[src/rtl/sram_arb_pkg.sv]
// Shared types and constants for the SRAM port arbiter slice.
package sram_arb_pkg;

  localparam int unsigned SRAM_ADDR_WD_DEF = 9;
  localparam int unsigned SRAM_DATA_WD_DEF = 32;
  localparam int unsigned NUM_RQ           = 2;

  // Requester indices
  localparam int unsigned RQ_WB   = 0;
  localparam int unsigned RQ_FILL = 1;

  typedef enum logic [2:0] {
    ST_IDLE  = 3'd0,
    ST_WR    = 3'd1,
    ST_RD    = 3'd2,
    ST_RWAIT = 3'd3,
    ST_DONE  = 3'd4
  } arb_state_e;

endpackage

[src/rtl/sram_port_arbiter_if.sv]
// Requester and SRAM-pin bundle for the SRAM port arbiter.
interface sram_port_arbiter_if
  import sram_arb_pkg::*;
#(
  parameter int unsigned ADDR_WD = SRAM_ADDR_WD_DEF,
  parameter int unsigned DATA_WD = SRAM_DATA_WD_DEF
);
  localparam int unsigned MASK_WD = DATA_WD / 8;

  // Requester side
  logic [NUM_RQ-1:0]  rq_req_i;
  logic [NUM_RQ-1:0]  rq_we_i;
  logic [ADDR_WD-1:0] rq0_addr_i;
  logic [ADDR_WD-1:0] rq1_addr_i;
  logic [DATA_WD-1:0] rq0_wdata_i;
  logic [DATA_WD-1:0] rq1_wdata_i;
  logic [MASK_WD-1:0] rq0_mask_i;
  logic [MASK_WD-1:0] rq1_mask_i;
  logic [NUM_RQ-1:0]  rq_ack_o;
  logic [DATA_WD-1:0] rq_rdata_o;
  logic               busy_o;

  // SRAM macro side
  logic               sram_csb_a;
  logic [ADDR_WD-1:0] sram_addr_a;
  logic [DATA_WD-1:0] sram_dout_a;
  logic               sram_csb_b;
  logic               sram_web_b;
  logic [MASK_WD-1:0] sram_mask_b;
  logic [ADDR_WD-1:0] sram_addr_b;
  logic [DATA_WD-1:0] sram_din_b;

  // Arbiter view
  modport slave (
    input  rq_req_i, rq_we_i, rq0_addr_i, rq1_addr_i,
    input  rq0_wdata_i, rq1_wdata_i, rq0_mask_i, rq1_mask_i,
    output rq_ack_o, rq_rdata_o, busy_o,
    output sram_csb_a, sram_addr_a,
    input  sram_dout_a,
    output sram_csb_b, sram_web_b, sram_mask_b, sram_addr_b, sram_din_b
  );

  // Requesters plus SRAM macro view
  modport master (
    output rq_req_i, rq_we_i, rq0_addr_i, rq1_addr_i,
    output rq0_wdata_i, rq1_wdata_i, rq0_mask_i, rq1_mask_i,
    input  rq_ack_o, rq_rdata_o, busy_o,
    input  sram_csb_a, sram_addr_a,
    output sram_dout_a,
    input  sram_csb_b, sram_web_b, sram_mask_b, sram_addr_b, sram_din_b
  );

endinterface

[src/rtl/sram_port_arbiter_rr.sv]
// Two-way round-robin pick with a registered priority pointer.
module rr_arbiter2
  import sram_arb_pkg::*;
(
  input  logic              clk,
  input  logic              rst,
  input  logic [NUM_RQ-1:0] req,
  input  logic              gnt_en,
  output logic              gnt_valid_c,
  output logic              gnt_idx_c
);

  // ptr holds the index that wins a tie
  logic ptr;

  // Tie goes to the pointer; a lone requester always wins
  always_comb begin
    gnt_valid_c = |req;
    gnt_idx_c   = 1'(RQ_WB);
    if (req[RQ_WB] && req[RQ_FILL]) begin
      gnt_idx_c = ptr;
    end else begin
      gnt_idx_c = req[RQ_FILL];
    end
  end

  // Move the pointer past the winner on every accepted grant
  always_ff @(posedge clk) begin
    if (rst) begin
      ptr <= 1'(RQ_WB);
    end else if (gnt_en && gnt_valid_c) begin
      ptr <= ~gnt_idx_c;
    end
  end

endmodule

[src/rtl/sram_port_arbiter.sv]
// Serialises two requesters onto a read-port-A / write-port-B SRAM macro.
module sram_port_arbiter
  import sram_arb_pkg::*;
#(
  parameter int unsigned READ_WAIT = 1
) (
  input  logic              wb_clk_i,
  input  logic              rst_i,
  sram_port_arbiter_if.slave bus
);

  localparam int unsigned CNT_WD = (READ_WAIT > 1) ? $clog2(READ_WAIT) : 1;

  arb_state_e                   state;
  logic                         gnt;
  logic [CNT_WD-1:0]            cnt;
  logic                         gnt_valid_c;
  logic                         gnt_idx_c;
  logic                         sel_we_c;
  logic [$bits(bus.rq0_addr_i)-1:0]  sel_addr_c;
  logic [$bits(bus.rq0_wdata_i)-1:0] sel_wdata_c;
  logic [$bits(bus.rq0_mask_i)-1:0]  sel_mask_c;

  rr_arbiter2 u_rr (
    .clk         (wb_clk_i),
    .rst         (rst_i),
    .req         (bus.rq_req_i),
    .gnt_en      (state == ST_IDLE),
    .gnt_valid_c (gnt_valid_c),
    .gnt_idx_c   (gnt_idx_c)
  );

  // Route the winning requester's command fields
  always_comb begin
    sel_we_c    = bus.rq_we_i[gnt_idx_c];
    sel_addr_c  = gnt_idx_c ? bus.rq1_addr_i  : bus.rq0_addr_i;
    sel_wdata_c = gnt_idx_c ? bus.rq1_wdata_i : bus.rq0_wdata_i;
    sel_mask_c  = gnt_idx_c ? bus.rq1_mask_i  : bus.rq0_mask_i;
  end

  // Access FSM; SRAM pins, ack, rdata and busy are all registered here
  always_ff @(posedge wb_clk_i) begin
    if (rst_i) begin
      state           <= ST_IDLE;
      gnt             <= 1'(RQ_WB);
      cnt             <= '0;
      bus.busy_o      <= 1'b0;
      bus.rq_ack_o    <= '0;
      bus.rq_rdata_o  <= '0;
      bus.sram_csb_a  <= 1'b1;
      bus.sram_addr_a <= '0;
      bus.sram_csb_b  <= 1'b1;
      bus.sram_web_b  <= 1'b1;
      bus.sram_mask_b <= '0;
      bus.sram_addr_b <= '0;
      bus.sram_din_b  <= '0;
    end else begin
      bus.rq_ack_o <= '0;
      case (state)
        ST_IDLE: begin
          if (gnt_valid_c) begin
            gnt        <= gnt_idx_c;
            bus.busy_o <= 1'b1;
            if (sel_we_c) begin
              state           <= ST_WR;
              bus.sram_csb_b  <= 1'b0;
              bus.sram_web_b  <= 1'b0;
              bus.sram_addr_b <= sel_addr_c;
              bus.sram_din_b  <= sel_wdata_c;
              bus.sram_mask_b <= sel_mask_c;
            end else begin
              state           <= ST_RD;
              bus.sram_csb_a  <= 1'b0;
              bus.sram_addr_a <= sel_addr_c;
            end
          end
        end
        ST_WR: begin
          bus.sram_csb_b <= 1'b1;
          bus.sram_web_b <= 1'b1;
          bus.rq_ack_o   <= gnt ? 2'b10 : 2'b01;
          state          <= ST_DONE;
        end
        ST_RD: begin
          bus.sram_csb_a <= 1'b1;
          cnt            <= CNT_WD'(READ_WAIT - 1);
          state          <= ST_RWAIT;
        end
        ST_RWAIT: begin
          if (cnt != '0) begin
            cnt <= cnt - CNT_WD'(1);
          end else begin
            bus.rq_rdata_o <= bus.sram_dout_a;
            bus.rq_ack_o   <= gnt ? 2'b10 : 2'b01;
            state          <= ST_DONE;
          end
        end
        ST_DONE: begin
          bus.busy_o <= 1'b0;
          state      <= ST_IDLE;
        end
        default: begin
          bus.busy_o <= 1'b0;
          state      <= ST_IDLE;
        end
      endcase
    end
  end

endmodule

[src/flat_wrapper.sv]
// flat-port wrapper written by rule: the top's interface ports become plain ports
module sram_port_arbiter_flat import sram_arb_pkg::*;
#(
  parameter int unsigned READ_WAIT = 1
)
  (wb_clk_i, rst_i, bus_rq_req_i, bus_rq_we_i, bus_rq0_addr_i, bus_rq1_addr_i, bus_rq0_wdata_i, bus_rq1_wdata_i, bus_rq0_mask_i, bus_rq1_mask_i, bus_rq_ack_o, bus_rq_rdata_o, bus_busy_o, bus_sram_csb_a, bus_sram_addr_a, bus_sram_dout_a, bus_sram_csb_b, bus_sram_web_b, bus_sram_mask_b, bus_sram_addr_b, bus_sram_din_b);
  sram_port_arbiter_if bus_i ();
  input  logic wb_clk_i;
  input  logic rst_i;
  input wire logic [$bits(bus_i.rq_req_i)-1:0] bus_rq_req_i;
  input wire logic [$bits(bus_i.rq_we_i)-1:0] bus_rq_we_i;
  input wire logic [$bits(bus_i.rq0_addr_i)-1:0] bus_rq0_addr_i;
  input wire logic [$bits(bus_i.rq1_addr_i)-1:0] bus_rq1_addr_i;
  input wire logic [$bits(bus_i.rq0_wdata_i)-1:0] bus_rq0_wdata_i;
  input wire logic [$bits(bus_i.rq1_wdata_i)-1:0] bus_rq1_wdata_i;
  input wire logic [$bits(bus_i.rq0_mask_i)-1:0] bus_rq0_mask_i;
  input wire logic [$bits(bus_i.rq1_mask_i)-1:0] bus_rq1_mask_i;
  output wire logic [$bits(bus_i.rq_ack_o)-1:0] bus_rq_ack_o;
  output wire logic [$bits(bus_i.rq_rdata_o)-1:0] bus_rq_rdata_o;
  output wire logic [$bits(bus_i.busy_o)-1:0] bus_busy_o;
  output wire logic [$bits(bus_i.sram_csb_a)-1:0] bus_sram_csb_a;
  output wire logic [$bits(bus_i.sram_addr_a)-1:0] bus_sram_addr_a;
  input wire logic [$bits(bus_i.sram_dout_a)-1:0] bus_sram_dout_a;
  output wire logic [$bits(bus_i.sram_csb_b)-1:0] bus_sram_csb_b;
  output wire logic [$bits(bus_i.sram_web_b)-1:0] bus_sram_web_b;
  output wire logic [$bits(bus_i.sram_mask_b)-1:0] bus_sram_mask_b;
  output wire logic [$bits(bus_i.sram_addr_b)-1:0] bus_sram_addr_b;
  output wire logic [$bits(bus_i.sram_din_b)-1:0] bus_sram_din_b;
  assign bus_i.rq_req_i = bus_rq_req_i;
  assign bus_i.rq_we_i = bus_rq_we_i;
  assign bus_i.rq0_addr_i = bus_rq0_addr_i;
  assign bus_i.rq1_addr_i = bus_rq1_addr_i;
  assign bus_i.rq0_wdata_i = bus_rq0_wdata_i;
  assign bus_i.rq1_wdata_i = bus_rq1_wdata_i;
  assign bus_i.rq0_mask_i = bus_rq0_mask_i;
  assign bus_i.rq1_mask_i = bus_rq1_mask_i;
  assign bus_rq_ack_o = bus_i.rq_ack_o;
  assign bus_rq_rdata_o = bus_i.rq_rdata_o;
  assign bus_busy_o = bus_i.busy_o;
  assign bus_sram_csb_a = bus_i.sram_csb_a;
  assign bus_sram_addr_a = bus_i.sram_addr_a;
  assign bus_i.sram_dout_a = bus_sram_dout_a;
  assign bus_sram_csb_b = bus_i.sram_csb_b;
  assign bus_sram_web_b = bus_i.sram_web_b;
  assign bus_sram_mask_b = bus_i.sram_mask_b;
  assign bus_sram_addr_b = bus_i.sram_addr_b;
  assign bus_sram_din_b = bus_i.sram_din_b;
  sram_port_arbiter #(.READ_WAIT(READ_WAIT)) u_core (.wb_clk_i(wb_clk_i), .rst_i(rst_i), .bus(bus_i));
endmodule
[config.mk]
export PLATFORM = sky130hd
export DESIGN_NAME = sram_port_arbiter_flat
export DESIGN_NICKNAME = d
export VERILOG_FILES = /design/src/rtl/sram_arb_pkg.sv /design/src/rtl/sram_port_arbiter_if.sv /design/src/rtl/sram_port_arbiter_rr.sv /design/src/rtl/sram_port_arbiter.sv /design/src/flat_wrapper.sv
export SDC_FILE = /design/constraint.sdc
export NUM_CORES = 1
export LEC_CHECK = 0
export ABC_AREA = 1
export CAP_MARGIN = 20
export CORE_MARGIN = 8
export CORE_UTILIZATION = 43
export DETAILED_ROUTE_END_ITERATION = 10
export HOLD_SLACK_MARGIN = 0.08
export PLACE_DENSITY = 0.88
export SLEW_MARGIN = 40
export SYNTH_ARGS = -nofsm -noshare
export SYNTH_HDL_FRONTEND = slang
export SYNTH_SLANG_ARGS = --single-unit
[constraint.sdc]
create_clock -name wb_clk_i -period 2.8 [get_ports wb_clk_i]
set_input_delay 0.56 -clock wb_clk_i [delete_from_list [all_inputs] [get_ports wb_clk_i]]
set_output_delay 0.56 -clock wb_clk_i [all_outputs]
set_load 0.005 [all_outputs]
==> impl_metrics.yaml, run 1 <==
placement:
  place_congestion: 0.774
  io_buffers: 219
  dp_hpwl_um: 10500
  placed_cell_area_um2: 6610
synth:
  synth_cell_types: 22
  ys_ff_latch: 96
  synth_seq_area_share: 0.440
  synth.net_count: 819
  synth_top_area_frac: 0.440
  netlist_area_um2: 4370
  netlist_instances: 691
  syn_avg_cell_area_um2: 6.32
  synth.largest_area_cell: "dfxtp_1"
  ys_warn_count: 0
  synth_area_leaders: "dfxtp_1 44%, nand2_1 20%, nor2_1 15%"
sta:
  skew_ps: 16.3
  rsz0062_at_grt: "no"
  max_slew_margin: 0.555
  period_share: 0.805
  final-setup-viol-count: 0
  fin_tns_setup_ps: 0
  slew_viol_final: 0
  hold_viol_final: 0
  final.min_clock_period_ps: 2250
  fmax_ghz: 0.444
  tightest_slew_ps: 666
cells_and_area:
  layout.nets: 1023
  layout_common_cells: "234 x nand2_1, 219 x clkdlybuf4s50_1, 176 x nor2_1"
  n_antenna_cell: 0
  finalInstanceArea_um2: 6800
  area_growth_syn_to_layout_pct: 55.6
  final_common_cell: "nand2_1"
  final_layout_size_suffix_gt1_frac: 0.0456
floorplanning:
  die_y_um: 117
  core_um2: 9820
  io_pins: 220
  start_util: 0.445
  fp.dieArea_um2: 13600
  rows: 36
  die_x_um: 117
power:
  p_clk_frac: 0.237
  p_per_area_nw_per_um2: 539
  power_switching_w: 0.00117
  leakagePower_nw: 3.26
  power.internal_w: 0.00249
  comb_power_share: 0.322
  p_seq_frac: 0.442
  p_sw_frac: 0.320
  vdd_drop_max_mv: 0.288
critical_path:
  crit_path_top_delay_cell: "buf_4"
  worst_ep_arrival_time_ps: 2500
  required_ps: 3040
  path_class: "primary input to flop"
  endpoint_kind: "flop"
  critPathMaxStageDelay_ps: 530
  startpoint_type: "primary input"
  critPathTopFamily: "buffers and inverters"
  path_cells: "clkdlybuf4s50_1 > nand2_1 > nand2_1 > nand2_1 > nand3_4 > buf_4 > nand2_1 > nand2_1 > nor2_1"
  critical_path.max_fanout: 72
  worstPathBufferInverterCount: 2
  rr_worst_depth: 9
  cp.depth: 9
  cp_common_cell: "nand2_1"
detailed_routing:
  wl_um: 13800
  vias: 4680
  drc: 0
  drt_iter0_markers: 177
  drt_pass1_iterations: 4
  ant_nets: 0
  viasPerCell: 4.53
  wl_per_cell_um: 13.4
clock_tree:
  cts_tree: "built"
  htreeDepth: 3
  clock_path_buffers: 2
  path_clk_slew_ps: 110
  cts_setup_buffers: 0
  cts.sinks: 96
  numCtsBuffers: 9
  clockRootBuffer: "clkbuf_8"
  clock_latency_ps: 360
  cts_resized: 0
  holdBufCountCts: 0
global_route:
  track_usage: 0.198
  grt_pass1_vias: 4593
  grt_first_pass_wirelength_um: 21600
  grt_max_degree: 73
  overflow: 0
  antenna_found_initial: 0
outcome:
  status: "complete, no violations"
worst_hold_path:
  hold_depth: 1
  hold_path_class: "flop to flop"
flow_run:
  cap_violations: 0
==> path summary, 6_finish.rpt <==
| path | startpoint | end | slack [ps] |
|---|---|---|---|
| max | bus_rq_req_i[0] | u_core.bus.sram_din_b[26] | 550 |
| min | u_core.gnt | u_core.bus.rq_ack_o[0] | 460 |
| max reg2reg | u_core.u_rr.ptr | u_core.bus.sram_din_b[26] | 870 |
| min reg2reg | u_core.gnt | u_core.bus.rq_ack_o[0] | 460 |
==> registers in the layout, indices dropped and copies added (netlist names) <==
register,count
u_core.bus.sram_mask_b,4
u_core.state,3
u_core.u_rr.ptr,1
u_core.bus.sram_din_b,32
u_core.bus.busy_o,1
u_core.bus.sram_addr_b,9
u_core.bus.sram_csb_b,1
u_core.bus.rq_rdata_o,32
u_core.bus.sram_csb_a,1
u_core.bus.rq_ack_o,2
u_core.gnt,1
u_core.bus.sram_addr_a,9
==> cells by family (layout without fill, tap and decap cells) <==
| family | count (synthesis) | count (layout) | share of synthesized area |
|---|---|---|---|
| compound gates | 41 | 41 | 0.0475 |
| buf+inv | 105 | 314 | 0.103 |
| flops | 96 | 96 | 0.440 |
| simple gates | 449 | 449 | 0.410 |
==> routing by layer <==
| layer | vias to the layer above | track usage | wire, um |
|---|---|---|---|
| met1 | 2053 | 0.217 | 5430 |
| met4 | 0 | 0.0589 | 153 |
| met2 | 153 | 0.329 | 6450 |
| met5 | - | 0 | 0 |
| met3 | 11 | 0.0990 | 1780 |
| li1 | 2463 | - | - |
==> cell type report <==
class	instances	area, um2
well taps	133	166
clock buffers	9	124
multi-input cells	490	2000
repair buffers	229	2270
inverters	69	259
flip-flops and latches	96	1920
fillers	856	3020
clock inverters	7	61.3
==> worst reg2reg max path: stages, from the launching register on <==
cell	delay [ps]
dfxtp_1	320
inv_1	60
nand2_1	160
nand2_1	220
nand2_1	140
nand3_4	90
buf_4	530
nand2_1	150
nand2_1	100
nor2_1	40
==> cells in the mapped netlist <==
| master | number |
|---|---|
| nor3_1 | 1 |
| nor3_4 | 1 |
| o21ai_0 | 34 |
| buf_4 | 2 |
| nor2_1 | 176 |
| nand2_1 | 234 |
| buf_6 | 4 |
| nor2_2 | 1 |
| nor2_8 | 1 |
| nor2_4 | 2 |
| clkbuf_1 | 15 |
| a21oi_1 | 5 |
| a31oi_1 | 2 |
| nand3_4 | 1 |
| clkinv_1 | 1 |
| buf_1 | 1 |
| nand2_2 | 2 |
| nand3_1 | 30 |
| buf_2 | 14 |
| inv_1 | 63 |
| dfxtp_1 | 96 |
| inv_2 | 5 |
==> stage by stage <==
stage	hold slack, ps	cells	power (W)	setup slack, ps	util
final	456	1033	0.00366	547	0.692
after global routing	476	1033	0.00390	367	0.692
after CTS	460	1033	0.00370	542	0.692
after detailed placement	441	1017	0.00284	172	0.673
after global placement	437	1017	0.00281	271	0.673
after floorplan	413	691	0.00222	1260	-
==> power by group through the flow <==
stage / registers, W / clock network, W / logic [W]
after floorplan: 0.00166 / 0 / 0.000560
after global placement: 0.00164 / 0 / 0.00117
after detailed placement: 0.00165 / 0 / 0.00119
after CTS: 0.00162 / 0.000881 / 0.00120
after global routing: 0.00164 / 0.000942 / 0.00132
final: 0.00162 / 0.000866 / 0.00118
No activity file was read; power rests on OpenSTA's default activity.
==> run 2: changes to the inputs <==
--- a/config.mk
+++ b/config.mk
@@ -8,10 +8,10 @@
 export ABC_AREA = 1
 export CAP_MARGIN = 20
 export CORE_MARGIN = 8
-export CORE_UTILIZATION = 43
+export CORE_UTILIZATION = 40
 export DETAILED_ROUTE_END_ITERATION = 10
 export HOLD_SLACK_MARGIN = 0.08
-export PLACE_DENSITY = 0.88
+export PLACE_DENSITY = 0.83
 export SLEW_MARGIN = 40
 export SYNTH_ARGS = -nofsm -noshare
 export SYNTH_HDL_FRONTEND = slang
==> constraint.sdc (replaced) <==
create_clock -name wb_clk_i -period 2.3 [get_ports wb_clk_i]
set_input_delay 0.46 -clock wb_clk_i [delete_from_list [all_inputs] [get_ports wb_clk_i]]
set_output_delay 0.46 -clock wb_clk_i [all_outputs]
set_load 0.005 [all_outputs]
==> run 2 against run 1 <==
Compared with the run above: combinational power up 24%; final cell count is 0.87% higher; routed wire length grew 1.1%; critical endpoint is now bus_sram_din_b[28]; largest cell class unchanged; worst hold slack got worse by 2.6 ps; clock-buffer cell count is the same; critical path type is now flop to primary output.
==> impl_metrics.yaml, run 2 (same netlist as run 1, synthesis figures left out) <==
critical_path:
  endpoint_kind: "primary output"
  worst_ep_arrival_time_ps: 1260
  critical_path.max_fanout: 2
  crit_path_top_delay_cell: "clkdlybuf4s50_1"
  worstPathBufferInverterCount: 1
  required_ps: 1840
  critPathMaxStageDelay_ps: 550
  critPathTopFamily: "buffers and inverters"
  startpoint_type: "flop"
  path_cells: "clkdlybuf4s50_1"
  path_class: "flop to primary output"
cells_and_area:
  layout_common_cells: "234 x nand2_1, 219 x clkdlybuf4s50_1, 176 x nor2_1"
  area_growth_syn_to_layout_pct: 57.7
  reg_top3: "u_core.bus.rq_rdata_o x32, u_core.bus.sram_din_b x32"
  fillCellCount: 976
  final_layout_size_suffix_gt1_frac: 0.0477
  layout.nets: 1026
  n_antenna_cell: 0
  final_common_cell: "nand2_1"
sta:
  max_slew_margin: 0.581
  final.min_clock_period_ps: 1720
  fmax_ghz: 0.581
  rsz0062_at_grt: "no"
  final-setup-viol-count: 0
  fin_tns_setup_ps: 0
  tightest_slew_ps: 628
  setup_ws_ps: 578
  whs_ps: 454
  hold_viol_final: 0
  period_share: 0.749
  slew_viol_final: 0
  skew_ps: 9.69
global_route:
  track_usage: 0.189
  antenna_found_initial: 0
  overflow: 0
  grt_pass1_vias: 4489
  grt_max_degree: 47
  grt_first_pass_wirelength_um: 22300
power:
  power_w: 0.00462
  p_per_area_nw_per_um2: 671
  leakagePower_nw: 3.30
  vdd_drop_max_mv: 0.443
detailed_routing:
  ant_nets: 0
  viasPerCell: 4.52
  wl_um: 14000
  wl_per_cell_um: 13.4
  vias: 4711
  drt_pass1_iterations: 4
  drt_iter0_markers: 262
  drc: 0
placement:
  dp_hpwl_um: 10500
  place_congestion: 0.774
  io_buffers: 219
  pre_cts_ws_ps: 227
outcome:
  status: "complete, no violations"
clock_tree:
  cts_tree: "built"
  cts_setup_buffers: 0
  numCtsBuffers: 9
  clock_latency_ps: 360
  cts.sinks: 96
  path_clk_slew_ps: 90
  holdBufCountCts: 0
  clockRootBuffer: "clkbuf_8"
  cts_resized: 0
  clock_path_buffers: 2
  htreeDepth: 3
floorplanning:
  start_util: 0.406
  core_um2: 10700
  fp.dieArea_um2: 14500
  rows: 38
  io_pins: 220
  die_x_um: 121
  die_y_um: 121
worst_hold_path:
  hold_path_class: "flop to flop"
flow_run:
  cap_violations: 0
## run 2: layout make-up
cell class	instances	area, um2	share of cell area
Sequential cell	96	1920	0.279
Clock buffer	9	124	0.0180
Timing Repair Buffer	232	2330	0.338
Tap cell	140	175	0.0254
Inverter	69	259	0.0376
Clock inverter	6	85.1	0.0124
Multi-Input combinational cell	490	2000	0.290
## run 2: per-layer routing
layer,track usage,part of all wire,vias up
met1,0.216,0.41,2061
met5,0,0,-
met3,0.0881,0.11,19
met4,0.0749,0.019,0
li1,-,-,2471
met2,0.302,0.46,160
## run 2: report_power, final
group / switching (W) / internal (W) / leakage [nW] / total, W
Combinational: 0.000681 / 0.000778 / 2.42 / 0.00146
Sequential: 0.000103 / 0.00186 / 0.787 / 0.00197
Clock: 0.000592 / 0.000603 / 0.101 / 0.00120
## run 2: worst register-to-register path: stages (launching register included)
cell and delay, ps:
dfxtp_1 320, inv_1 40, nand2_1 70, nand2_1 120, inv_2 480, nand2_1 120
nand2_1 80, nor2_1 40, nor2_1 120
## run 2: worst paths after layout
check                         endpoint  cells after the start  slack [ps]                       from
max                 bus_sram_din_b[28]                      1         580  u_core.bus.sram_din_b[28]
max reg2reg  u_core.bus.sram_din_b[15]                      8         830            u_core.u_rr.ptr
min                    u_core.u_rr.ptr                      2         450            u_core.u_rr.ptr
min reg2reg            u_core.u_rr.ptr                      2         450            u_core.u_rr.ptr
## run 2: metrics by stage
step | cell area, um2 | cells | utilization
final | 6890 | 1042 | 0.641
after global routing | 6890 | 1042 | 0.641
after CTS | 6890 | 1042 | 0.641
after detailed placement | 6680 | 1027 | 0.622
after global placement | 6680 | 1027 | 0.622
after floorplan | 4370 | 691 | -
==> run 3: changes to the inputs <==
--- a/config.mk
+++ b/config.mk
@@ -8,10 +8,10 @@
 export ABC_AREA = 1
 export CAP_MARGIN = 20
 export CORE_MARGIN = 8
-export CORE_UTILIZATION = 40
+export CORE_UTILIZATION = 36
 export DETAILED_ROUTE_END_ITERATION = 10
 export HOLD_SLACK_MARGIN = 0.08
-export PLACE_DENSITY = 0.83
+export PLACE_DENSITY = 0.79
 export SLEW_MARGIN = 40
 export SYNTH_ARGS = -nofsm -noshare
 export SYNTH_HDL_FRONTEND = slang
==> constraint.sdc (replaced) <==
create_clock -name wb_clk_i -period 1.5 [get_ports wb_clk_i]
set_input_delay 0.3 -clock wb_clk_i [delete_from_list [all_inputs] [get_ports wb_clk_i]]
set_output_delay 0.3 -clock wb_clk_i [all_outputs]
set_load 0.005 [all_outputs]
==> run 3 against run 2 <==
Compared with the run above: non-clock buffer count rose by 18; worst hold slack got worse by 11 ps; register-to-register slack got worse by 710 ps; combinational power rose by 58%; largest power group unchanged; routed wire length rose by 4.1%; first-iteration DRC count fell by 4.6%; critical path type unchanged; die area rose by 9.6%; core utilization fell by 3.1 points; sequential share of layout area fell by 1.4 points.
==> impl_metrics.yaml, run 3 (same netlist as run 1, synthesis figures left out) <==
worst_hold_path:
  hold_depth: 1
  hold_path_class: "flop to flop"
clock_tree:
  path_clk_slew_ps: 70
  htreeDepth: 3
  numCtsBuffers: 9
  cts.sinks: 96
  holdBufCountCts: 0
  clock_path_buffers: 2
  clockRootBuffer: "clkbuf_16"
  clock_latency_ps: 340
  cts_tree: "built"
  cts_setup_buffers: 0
global_route:
  grt_max_degree: 51
  overflow: 0
  antenna_found_initial: 0
  grt_pass1_vias: 4696
  grt_first_pass_wirelength_um: 22600
  track_usage: 0.175
sta:
  skew_ps: 6.75
  hold_viol_final: 0
  final.min_clock_period_ps: 1460
  rsz0062_at_grt: "no"
  slew_viol_final: 0
  tightest_slew_ps: 271
  final-setup-viol-count: 0
  period_share: 0.974
  max_slew_margin: 0.817
  fmax_ghz: 0.684
power:
  p_per_area_nw_per_um2: 1040
  power_switching_w: 0.00226
  power.internal_w: 0.00531
  leakagePower_nw: 4.04
  vdd_drop_max_mv: 0.678
  p_clk_frac: 0.296
  p_sw_frac: 0.299
  p_seq_frac: 0.398
  power_w: 0.00757
  comb_power_share: 0.305
cells_and_area:
  seqCellArea_um2: 1930
  n_antenna_cell: 0
  fillCellCount: 1098
  final_common_cell: "nand2_1"
  fin_cells: 1069
  reg_top3: "u_core.bus.rq_rdata_o x32, u_core.bus.sram_din_b x32"
  layout_common_cells: "229 x nand2_1, 176 x nor2_1, 128 x clkdlybuf4s50_1"
  multi_input_area_um2: 2040
  layout.nets: 1045
  final_layout_size_suffix_gt1_frac: 0.0803
  area_growth_syn_to_layout_pct: 66.5
critical_path:
  worst_ep_arrival_time_ps: 1160
  crit_path_top_delay_cell: "clkdlybuf4s50_1"
  critPathMaxStageDelay_ps: 500
  critPathTopFamily: "buffers and inverters"
  worstPathBufferInverterCount: 1
  rr_worst_depth: 7
  endpoint_kind: "primary output"
  path_cells: "clkdlybuf4s50_1"
  cp.depth: 1
  required_ps: 1200
  path_class: "flop to primary output"
  startpoint_type: "flop"
  critical_path.max_fanout: 2
floorplanning:
  rows: 40
  die_x_um: 126
  fp.dieArea_um2: 15900
  start_util: 0.367
  die_y_um: 126
  core_um2: 11900
  io_pins: 220
placement:
  dp_hpwl_um: 10700
  io_buffers: 219
  dp_cells: 1049
  place_congestion: 0.822
detailed_routing:
  wl_per_cell_um: 13.6
  vias: 4807
  drc: 0
  drt_pass1_iterations: 4
  viasPerCell: 4.50
  drt_iter0_markers: 250
  wl_um: 14500
  ant_nets: 0
flow_run:
  cap_violations: 0
outcome:
  status: "complete, no violations"
run 3: cell count changes in the layout (fill, tap and decap cells not counted), moves of 2 or more:
cell	delta
dlygate4sd2_1	+74
dlymetal6s2s_1	+17
bufinv_16	-2
nand2_4	+2
clkdlybuf4s50_1	-91
clkbuf_8	-6
dfxtp_2	+5
buf_4	+5
clkbuf_16	+12
nand2_2	+3
nand2_1	-5
buf_6	+3
dfxtp_1	-5
buf_12	+7
run 3: final timing paths:
| kind | to | slack [ps] | from |
|---|---|---|---|
| setup / recovery | bus_rq_rdata_o[1] | 40 | u_core.bus.rq_rdata_o[1] |
| hold reg to reg | u_core.bus.rq_ack_o[0] | 440 | u_core.gnt |
| hold / removal | u_core.bus.rq_ack_o[0] | 440 | u_core.gnt |
| setup reg to reg | u_core.bus.sram_din_b[23] | 120 | u_core.state[1] |
run 3: stage by stage:
stage | hold slack [ps] | setup slack (ps) | setup TNS [ps] | cell area (um2) | utilization
floorplan | 369 | 196 | 0 | 4370 | -
global placement | 428 | -310 | -16210 | 6890 | 0.578
detailed placement | 436 | -357 | -17740 | 6890 | 0.578
CTS | 446 | 0.0694 | 0 | 7100 | 0.596
global route | 459 | 2.12 | 0 | 7270 | 0.611
finish | 443 | 38.4 | 0 | 7270 | 0.611
run 3: area by class of cell:
class	count	area share
repair buffers	250	0.353
clock inverters	4	0.00379
clock buffers	12	0.0366
multi-input cells	491	0.281
inverters	69	0.0356
well taps	147	0.0253
flip-flops and latches	96	0.265
run 3: routing by layer:
metal | vias to the layer above | global-route usage | part of all wire
li1 | 2511 | - | -
met3 | 17 | 0.0916 | 0.11
met5 | - | 0 | 0
met4 | 0 | 0.0686 | 0.015
met2 | 159 | 0.289 | 0.46
met1 | 2120 | 0.185 | 0.42
run 3: power groups by stage:
| stage | Clock [W] | Combinational, W | Sequential (W) |
|---|---|---|---|
| after floorplan | 0 | 0.00105 | 0.00310 |
| after global placement | 0 | 0.00236 | 0.00307 |
| after detailed placement | 0 | 0.00238 | 0.00308 |
| after CTS | 0.00232 | 0.00224 | 0.00301 |
| after global routing | 0.00239 | 0.00257 | 0.00305 |
| final | 0.00224 | 0.00231 | 0.00302 |
run 3: what timing repair did:
item	4_1_cts	5_1_grt
cloned	1	3
gates resized for setup	76	34
setup endpoints to repair	76	71
pin swaps	1	2
==> RTL change: new RTL, flow settings as in run 1 <==
Re-encode `arb_state_e` (5 states) as Gray code, 3 bits wide.
--- a/src/rtl/sram_arb_pkg.sv
+++ b/src/rtl/sram_arb_pkg.sv
@@ -12,7 +12,7 @@
   typedef enum logic [2:0] {
-    ST_IDLE  = 3'd0,
-    ST_WR    = 3'd1,
-    ST_RD    = 3'd2,
-    ST_RWAIT = 3'd3,
-    ST_DONE  = 3'd4
+    ST_IDLE  = 3'b000,
+    ST_WR    = 3'b001,
+    ST_RD    = 3'b011,
+    ST_RWAIT = 3'b010,
+    ST_DONE  = 3'b110
   } arb_state_e;
Behaviour: same outputs for any inputs over 4 cycles, from zero or initial values and one cycle with rst_i high; so few cycles prove little.
==> RTL change against run 1 <==
- global-route usage fell by 0.16 points
- setup slack improved by 83 ps
- area after synthesis fell by 0.86%
- wire length fell by 1.7%
- maximum frequency rose by 3.8%
- sequential cell count did not move
- power rose by 12%
- synthesized cell count fell by 1.2%
- final area barely moved
==> RTL change: results (changes against run 1) <==
stage,metric,value,unit,change
status,status,"complete, no violations",,
power,LEAKAGE,3.19,nW,-2.0%
power,Worst VDD drop,0.379,mV,+31%
worst_setup_path,Critical Path AT,2470,ps,-30 ps
place,Final GP Congestion,0.800,,+3.4%
finish,"Net count, final",1014,,-0.88%
timing,Worst Clk Skew,11.3,ps,-4.93 ps
clock_network,Worst-Skew Late Latency,360,ps,about the same
grt,first-pass GRT wire length,21100,um,-2.2%
finish,layout cells sized above 1,4.26,%,-0.29 points
logic_synthesis,most instantiated cells after synthesis,"226 x nand2_1, 178 x nor2_1, 96 x dfxtp_1, 63 x inv_1, 35 x nand3_1",,
grt,largest net degree at the start of global routing,74,,+1.4%
worst_setup_path,crit path max-delay cell type,clkdlybuf4s50_1,,
grt,antenna violations before repair,0,,unchanged
routing,total number of vias,4583,,-2.1%
clock_network,Worst-path clk slew,110,ps,about the same
min_path,HP Class,register to register,,
place,DP Wirelength,10500,um,-0.69%
logic_synthesis,Ys Warns,0,,unchanged
clock_network,total setup buffers inserted after CTS,0,,unchanged
place,I/O Buffers,219,,unchanged
routing,drt initial violations,278,,+57%
timing,Slew @ Worst Pin,638,ps,-28.2 ps
logic_synthesis,post-synthesis async set-or-reset flop share,0,%,unchanged
logic_synthesis,post-synth net total,811,,-0.98%
clock_network,post_cts resized,0,,unchanged
worst_setup_path,Worst R2R Path Depth,9,,unchanged
clock_network,H-Tree Depth,3,,unchanged
grt,vias in the first global route,4337,,-5.6%
worst_setup_path,critical path's largest stage delay,800,ps,+270 ps
logic_synthesis,Most used DFF post-synth,dfxtp_1,,
min_path,Min-Delay Path Depth,2,,+1
logic_synthesis,"Distinct cells, synth",19,,-14%
worst_setup_path,Worst Path Max Fanout,13,,-82%
routing,drt total wl,13600,um,-1.7%
clock_network,Root Driver,clkbuf_8,,
floorplan,Die ar.,0.0135,sq mm,-0.74%
routing,Pre-Repair DR Iteration Count,4,,unchanged
logic_synthesis,Synth area leaders,"dfxtp_1 44%, nand2_1 20%, nor2_1 15%",,
finish,Largest regs,"u_core.bus.rq_rdata_o: 32 flops, u_core.bus.sram_din_b: 32 flops",,
finish,Antenna Cells,0,,unchanged
clock_network,Longest Clk Path Bufs,2,,unchanged
worst_setup_path,"delay-heaviest family, CP",buffers and inverters,,
clock_network,CTS Buf Count,9,,unchanged
grt,GRT Total Usage,19.6,%,-0.16 points
logic_synthesis,post-synthesis sequential area ratio,44.4,%,+0.38 points
==> RTL change: cell count changes in the layout (fill, tap and decap cells not counted), sizes merged, moves of 2 or more <==
cell	delta
nand2	-5
nand3	+5
nor2	+2
a21oi	-3
a31oi	-2
clkinvlp	-2
nor3	-2
==> RTL change: worst register-to-register path, delay by kind of cell (launching register included) <==
kind	cells	cell delay [ps]
DFF	1	320
and+or+nand+nor	7	1010
buffers and inverters	2	270
==> RTL change: cell type report <==
type / instances / area [sq um]
fill: 815 / 2980
timing repair buffer: 228 / 2270
multi-input combinational: 485 / 1960
sequential: 96 / 1920
inverter: 66 / 248
tap: 133 / 166
clock buffer: 9 / 124
clock inverter: 7 / 95.1
==> RTL change: cell families (layout without fill, tap and decap cells) <==
family,Yosys count,after routing,synth area share [%]
AOI/OAI and AO/OA,36,36,4.22
buffers and inverters,102,310,10.3
DFF,96,96,44.4
and+or+nand+nor,449,449,41.1
==> RTL change: per-stage QoR <==
stage	setup slack [ps]	power (mW)	cell area (sq um)	cells	hold slack (ps)
2_1_floorplan	1370	2.41	4330	683	413
3_3_place_gp	367	3.12	6570	1008	441
3_5_place_dp	318	3.15	6570	1008	447
4_1_cts	657	4.14	6790	1024	454
5_1_grt	511	4.39	6790	1024	464
6_report	630	4.09	6790	1024	457
==> RTL change: where the power goes <==
part / total [mW] / switching (mW) / leakage [nW] / internal (mW)
logic: 1.41 / 0.664 / 2.29 / 0.747
clock network: 0.985 / 0.542 / 0.111 / 0.443
registers: 1.70 / 0.108 / 0.791 / 1.59
total: 4.09 / 1.31 / 3.19 / 2.78
==> RTL change: metal layers <==
metal / track usage (%) / share of wire (%) / vias to the layer above
met3: 10.1 / 13 / 12
met2: 32.4 / 44 / 168
met5: 0 / 0 / -
met4: 3.89 / 0.96 / 0
met1: 22.2 / 42 / 1964
li1: - / - / 2439
==> RTL change: final timing paths <==
| path | slack (ps) | from | end |
|---|---|---|---|
| setup / recovery | 630 | bus_rq_req_i[1] | u_core.bus.sram_addr_a[5] |
| hold / removal | 460 | u_core.gnt | u_core.bus.rq_ack_o[1] |
| setup reg to reg | 1140 | u_core.u_rr.ptr | u_core.bus.sram_addr_a[5] |
| hold reg to reg | 460 | u_core.gnt | u_core.bus.rq_ack_o[1] |
